## src/rtl/bi_directional_deshift.sv

```systemverilog
// Serial-to-parallel deshifter with per-frame direction/length and a ready/valid handshake on both sides.
// Optional even-parity check on one trailing bit per frame when PARITY_CHECK_EN is defined.
module bi_directional_deshift (
    input  logic       clk,
    input  logic       reset,
    input  logic       ser_in,
    input  logic       ser_valid,
    output logic       ser_ready,
    input  logic       shift_direction,
    input  logic [2:0] frame_len,
    output logic [7:0] d_out,
    output logic       d_valid,
    input  logic       d_ready,
    output logic       parity_err
);

`ifdef PARITY_CHECK_EN
    typedef enum logic [1:0] {IDLE, SHIFT, PARITY, HOLD} state_t;
`else
    typedef enum logic [1:0] {IDLE, SHIFT, HOLD} state_t;
`endif

    state_t     state_q, state_d;
    logic [7:0] shreg_q, shreg_d;
    logic [3:0] cnt_q,   cnt_d;
    logic       dir_q,   dir_d;
    logic [2:0] len_q,   len_d;
    logic [7:0] dout_q,  dout_d;

    logic       xfer;
    logic       dir_eff;
    logic [2:0] len_eff;
    logic [7:0] base;
    logic [7:0] shifted;
    logic [3:0] cnt_inc;
    logic       last;

    // LSB-first words sit at the top of shreg; MSB-first words only need masking.
    function automatic logic [7:0] align(input logic [7:0] s, input logic dir, input logic [2:0] len);
        if (dir)
            return s >> (3'd7 - len);
        else
            return s & (8'hFF >> (3'd7 - len));
    endfunction

    assign ser_ready = (state_q != HOLD);
    assign d_valid   = (state_q == HOLD);
    assign d_out     = dout_q;
    assign xfer      = ser_valid && ser_ready;

    // The first bit of a frame uses the live direction/length inputs and an empty register.
    always_comb begin
        dir_eff = (state_q == IDLE) ? shift_direction : dir_q;
        len_eff = (state_q == IDLE) ? frame_len       : len_q;
        base    = (state_q == IDLE) ? 8'h00           : shreg_q;
        shifted = dir_eff ? {ser_in, base[7:1]} : {base[6:0], ser_in};
        if (state_q == IDLE)
            cnt_inc = 4'd1;
        else
            cnt_inc = (cnt_q == 4'hF) ? cnt_q : cnt_q + 4'd1;
        last = (cnt_inc == ({1'b0, len_eff} + 4'd1));
    end

`ifdef PARITY_CHECK_EN
    logic perr_q, perr_d;
    assign parity_err = perr_q;
`else
    assign parity_err = 1'b0;
`endif

    always_comb begin
        state_d = state_q;
        shreg_d = shreg_q;
        cnt_d   = cnt_q;
        dir_d   = dir_q;
        len_d   = len_q;
        dout_d  = dout_q;
`ifdef PARITY_CHECK_EN
        perr_d  = perr_q;
`endif
        case (state_q)
            IDLE, SHIFT: begin
                if (xfer) begin
                    dir_d   = dir_eff;
                    len_d   = len_eff;
                    shreg_d = shifted;
                    cnt_d   = cnt_inc;
                    state_d = SHIFT;
                    if (last) begin
`ifdef PARITY_CHECK_EN
                        state_d = PARITY;
`else
                        dout_d  = align(shifted, dir_eff, len_eff);
                        state_d = HOLD;
`endif
                    end
                end
            end
`ifdef PARITY_CHECK_EN
            PARITY: begin
                if (xfer) begin
                    // Unused shreg bits are zero, so a full reduction equals the data-bit XOR.
                    dout_d  = align(shreg_q, dir_q, len_q);
                    perr_d  = (^shreg_q) ^ ser_in;
                    state_d = HOLD;
                end
            end
`endif
            HOLD: begin
                if (d_ready) begin
                    state_d = IDLE;
                    cnt_d   = 4'd0;
                    shreg_d = 8'h00;
                end
            end
            default: state_d = IDLE;
        endcase
    end

    always_ff @(posedge clk) begin
        if (reset) begin
            state_q <= IDLE;
            shreg_q <= 8'h00;
            cnt_q   <= 4'd0;
            dir_q   <= 1'b0;
            len_q   <= 3'd0;
            dout_q  <= 8'h00;
`ifdef PARITY_CHECK_EN
            perr_q  <= 1'b0;
`endif
        end else begin
            state_q <= state_d;
            shreg_q <= shreg_d;
            cnt_q   <= cnt_d;
            dir_q   <= dir_d;
            len_q   <= len_d;
            dout_q  <= dout_d;
`ifdef PARITY_CHECK_EN
            perr_q  <= perr_d;
`endif
        end
    end

endmodule

```

## config.mk

```make
export PLATFORM = sky130hd
export DESIGN_NAME = bi_directional_deshift
export DESIGN_NICKNAME = d
export VERILOG_FILES = /design/src/rtl/bi_directional_deshift.sv
export SDC_FILE = /design/constraint.sdc
export NUM_CORES = 1
export LEC_CHECK = 0
export ABC_CLOCK_PERIOD_IN_PS = 2600
export CAP_MARGIN = 20
export CORE_ASPECT_RATIO = 1.2
export CORE_MARGIN = 8
export CORE_UTILIZATION = 30
export DETAILED_ROUTE_END_ITERATION = 16
export HOLD_SLACK_MARGIN = 0.06
export PLACE_DENSITY = 0.47
export SLEW_MARGIN = 20
export SYNTH_ARGS = -nofsm -noshare
export SYNTH_HDL_FRONTEND = slang
export SYNTH_SLANG_ARGS = --single-unit
export TNS_END_PERCENT = 1
```

## constraint.sdc

```tcl
create_clock -name clk -period 2.6 [get_ports clk]
set_input_delay 0.52 -clock clk [delete_from_list [all_inputs] [get_ports clk]]
set_output_delay 0.52 -clock clk [all_outputs]
set_load 0.005 [all_outputs]
```

==> reports/qor.csv <==
metric,value,unit
status,completed,
largest family of logic cells by synthesized area,compound AO/OA/AOI/OAI gates,
Vias/cell,5.18,
gr ovfl total,0,
crit end category,flop,
critical-path cell list,clkdlybuf4s50_1 > or3b_4 > and2_4 > inv_2 > ha_4 > ha_4 > xnor2_4 > and3_4 > nand2_4 > o41ai_2,
Die ar.,0.00909,mm2
initial antenna violation count,0,
final-report max-slew violation count,0,
RSZ-0062 raised after global routing,false,
Ys Warns,0,
slew margin rel.,36.9,%
synth unique cells,57,
async set or reset register ratio after synthesis,0,%
sequential share of the synthesized area,27.6,%
Clock Latency Late Sink,0.27,ns
period utilization,97.1,%
final setup violation count,0,
M1 WL,2420,um
vias in the first global route,1828,
fraction of layout cells with a size suffix above 1,25.9,%
Cells after Synth,229,
Pwr Density,578,mW/mm2
Compound-Gate Fraction of Synth Area,29.5,%
router iterations before antenna repair,4,
first-pass GRT wire length,9200,um
Site Rows,31,
peak fanout along the critical path,5,
"Net Count, Synth",243,
Worst Max-Slew Pin Slew,0.946,ns
Worst R2R Setup Slack,0.25,ns
H-tree lvl count,1,
clk root buf,clkbuf_8,
Synth Register Bits,26,
"Top FF cell, synth",dfxtp_1,
GR Util All Layers,12.8,%
area delta synth->final,30.1,%
DRT antenna net count,0,
post-synthesis simple-gate area fraction,21.5,%
Critical Path AT,2.71,ns
Vias,1801,
crit-path leading delay family,simple AND/OR/NAND/NOR gates,
Setup TNS Final,0,ns
max incr delay on CP,0.44,ns
Synth area leader,dfxtp_1,
Die X,88.4,um
post-DP HPWL,4230,um
clock sink count,26,
wire per inst,15.7,um
clock slew at reported path FFs,0.10,ns
DRT iter0 DRCs,97,
"EDFF count, synth",0,
maxcap violations,0,
Final Hold Viols,0,
Die H,103,um
# DRC,0,
placed cells,344,
slowest CP cell,clkdlybuf4s50_1,
share of the synthesized area in the top cell type,27.6,%
critical path class,input port to flop,
hold buffers post-CTS,0,
Nets,281,
Hold Path Class,flop to flop,
clk buf depth,2,
Ports,20,
count of input and output buffers,18,
Initial Util,31.2,%
CP Buf/Inv Count,2,
RePlAce Congestion,0.869,
Post-Syn Area,0.00189,mm2
WL met2,2740,um
upper clock frequency limit,0.396,GHz
"IR drop worst, VDD",205,uV
adder-cell area share of the yosys netlist,3.32,%
"Power, Total",1.42,mW
Clock Skew,0.00762,ns
"Core Util, Final",40.6,%
CTS buffer count,3,
top layer in use,met4,
synth top area cells,"dfxtp_1 (28%), a21oi_1 (5.8%), nor2_1 (5.6%)",
drt total wl,5460,um
Post-synth top cells,"nor2_1 (28), dfxtp_1 (26), a21oi_1 (22), o21ai_0 (14), clkbuf_1 (8)",
core area,0.00605,mm2
post-route insts no fill,348,
largest net degree at the start of global routing,31,
CTS tree,done,
Hold WS,0.487,ns
Leak Pwr,0.919,nW
"count leader, synth",nor2_1,
Mapped Avg Cell Area,8.24,um2
fin crit period,2.52,ns
"Setup Fix Bufs, Post-CTS",0,
most frequent CP cell,ha_4,
number of antenna diodes,0,
metal3 WL,258,um
Required @ worst endpoint,2.78,ns
CP Launch Type,input port,
XOR/XNOR share of the synthesized area,1.86,%
post-synthesis mux area share,9.08,%
sequential cells by signal (all words and copies together) (netlist names):
signal and count:
dir_q 1, len_q 3, shreg_q 8, cnt_q 4, state_q 2, d_out 8
cells in the final DEF, fill, tap and decap left out, types with 2 or more instances in the layout:
| cell | count |
|---|---|
| ha_1 | 3 |
| o41ai_2 | 3 |
| and2_1 | 2 |
| nor2b_1 | 7 |
| a21o_1 | 2 |
| a22oi_1 | 6 |
| o22ai_1 | 2 |
| inv_1 | 5 |
| clkdlybuf4s50_1 | 18 |
| clkbuf_8 | 4 |
| mux2i_1 | 4 |
| a21oi_1 | 22 |
| nand2b_1 | 4 |
| nand3_1 | 6 |
| a31oi_1 | 4 |
| nor3b_1 | 2 |
| and3_1 | 2 |
| nand2_1 | 7 |
| nand4_1 | 2 |
| nor2_1 | 28 |
| ha_4 | 2 |
| o21ai_1 | 2 |
| o21ai_0 | 12 |
| o21a_1 | 3 |
| dfxtp_1 | 26 |
| nor3_1 | 7 |
| mux2_2 | 6 |
| o211ai_1 | 3 |
| a211oi_1 | 6 |
| buf_4 | 34 |
| nor3b_2 | 2 |
where the power goes:
group	switching (mW)	internal, mW	total [mW]
clock	0.137	0.136	0.272
sequential	0.0259	0.428	0.454
combinational	0.362	0.331	0.693
cell type report:
cell class	count	area, um2
inverters	6	22.5
clock buffers	4	55.1
well taps	82	103
flip-flops and latches	26	520
fillers	651	3600
repair buffers	52	435
multi-input cells	178	1320
path summary, 6_finish.rpt:
check                                            from                     to  cells after the start
worst min-delay path            d_out[6]$_SDFFE_PP0P_  d_out[6]$_SDFFE_PP0P_                      2
worst min register to register  d_out[6]$_SDFFE_PP0P_  d_out[6]$_SDFFE_PP0P_                      2
worst max register to register     dir_q$_SDFFE_PP0P_  d_out[0]$_SDFFE_PP0P_                      5
worst max-delay path                     frame_len[0]  d_out[4]$_SDFFE_PP0P_                     10
through the flow:
step | worst slack [ns] | area [um2]
finish | 0.0760 | 2450
floorplan | 0.0365 | 1890
global route | 0.00455 | 2450
CTS | 0.0138 | 2440
detailed placement | -0.469 | 2320
global placement | -0.381 | 2320
cell families (layout without fill, tap and decap cells):
group | Yosys count | after routing
mux | 13 | 13
fa+ha+maj | 5 | 5
other cells | 1 | 1
flops | 26 | 26
simple gates | 78 | 78
compound gates | 77 | 77
xor+xnor | 4 | 4
buf+inv | 25 | 62
worst min-delay path, cell delays in order (launching register included):
cell,delay [ns]
dfxtp_1,0.32
o21ai_0,0.06
a21oi_1,0.06
per-layer routing:
layer | vias to the layer above | global-route usage [%]
met5 | - | 0
met3 | 2 | 1.28
li1 | 913 | -
met4 | 0 | 3.65
met2 | 44 | 22.7
met1 | 842 | 15.8
timing repair:
action,CTS,global route
endpoints found under the hold margin,0,0
gates resized for setup,11,4
setup endpoints to repair,9,8
gates cloned,0,0
pin swaps,3,5
(Power assumes the default switching activity.)
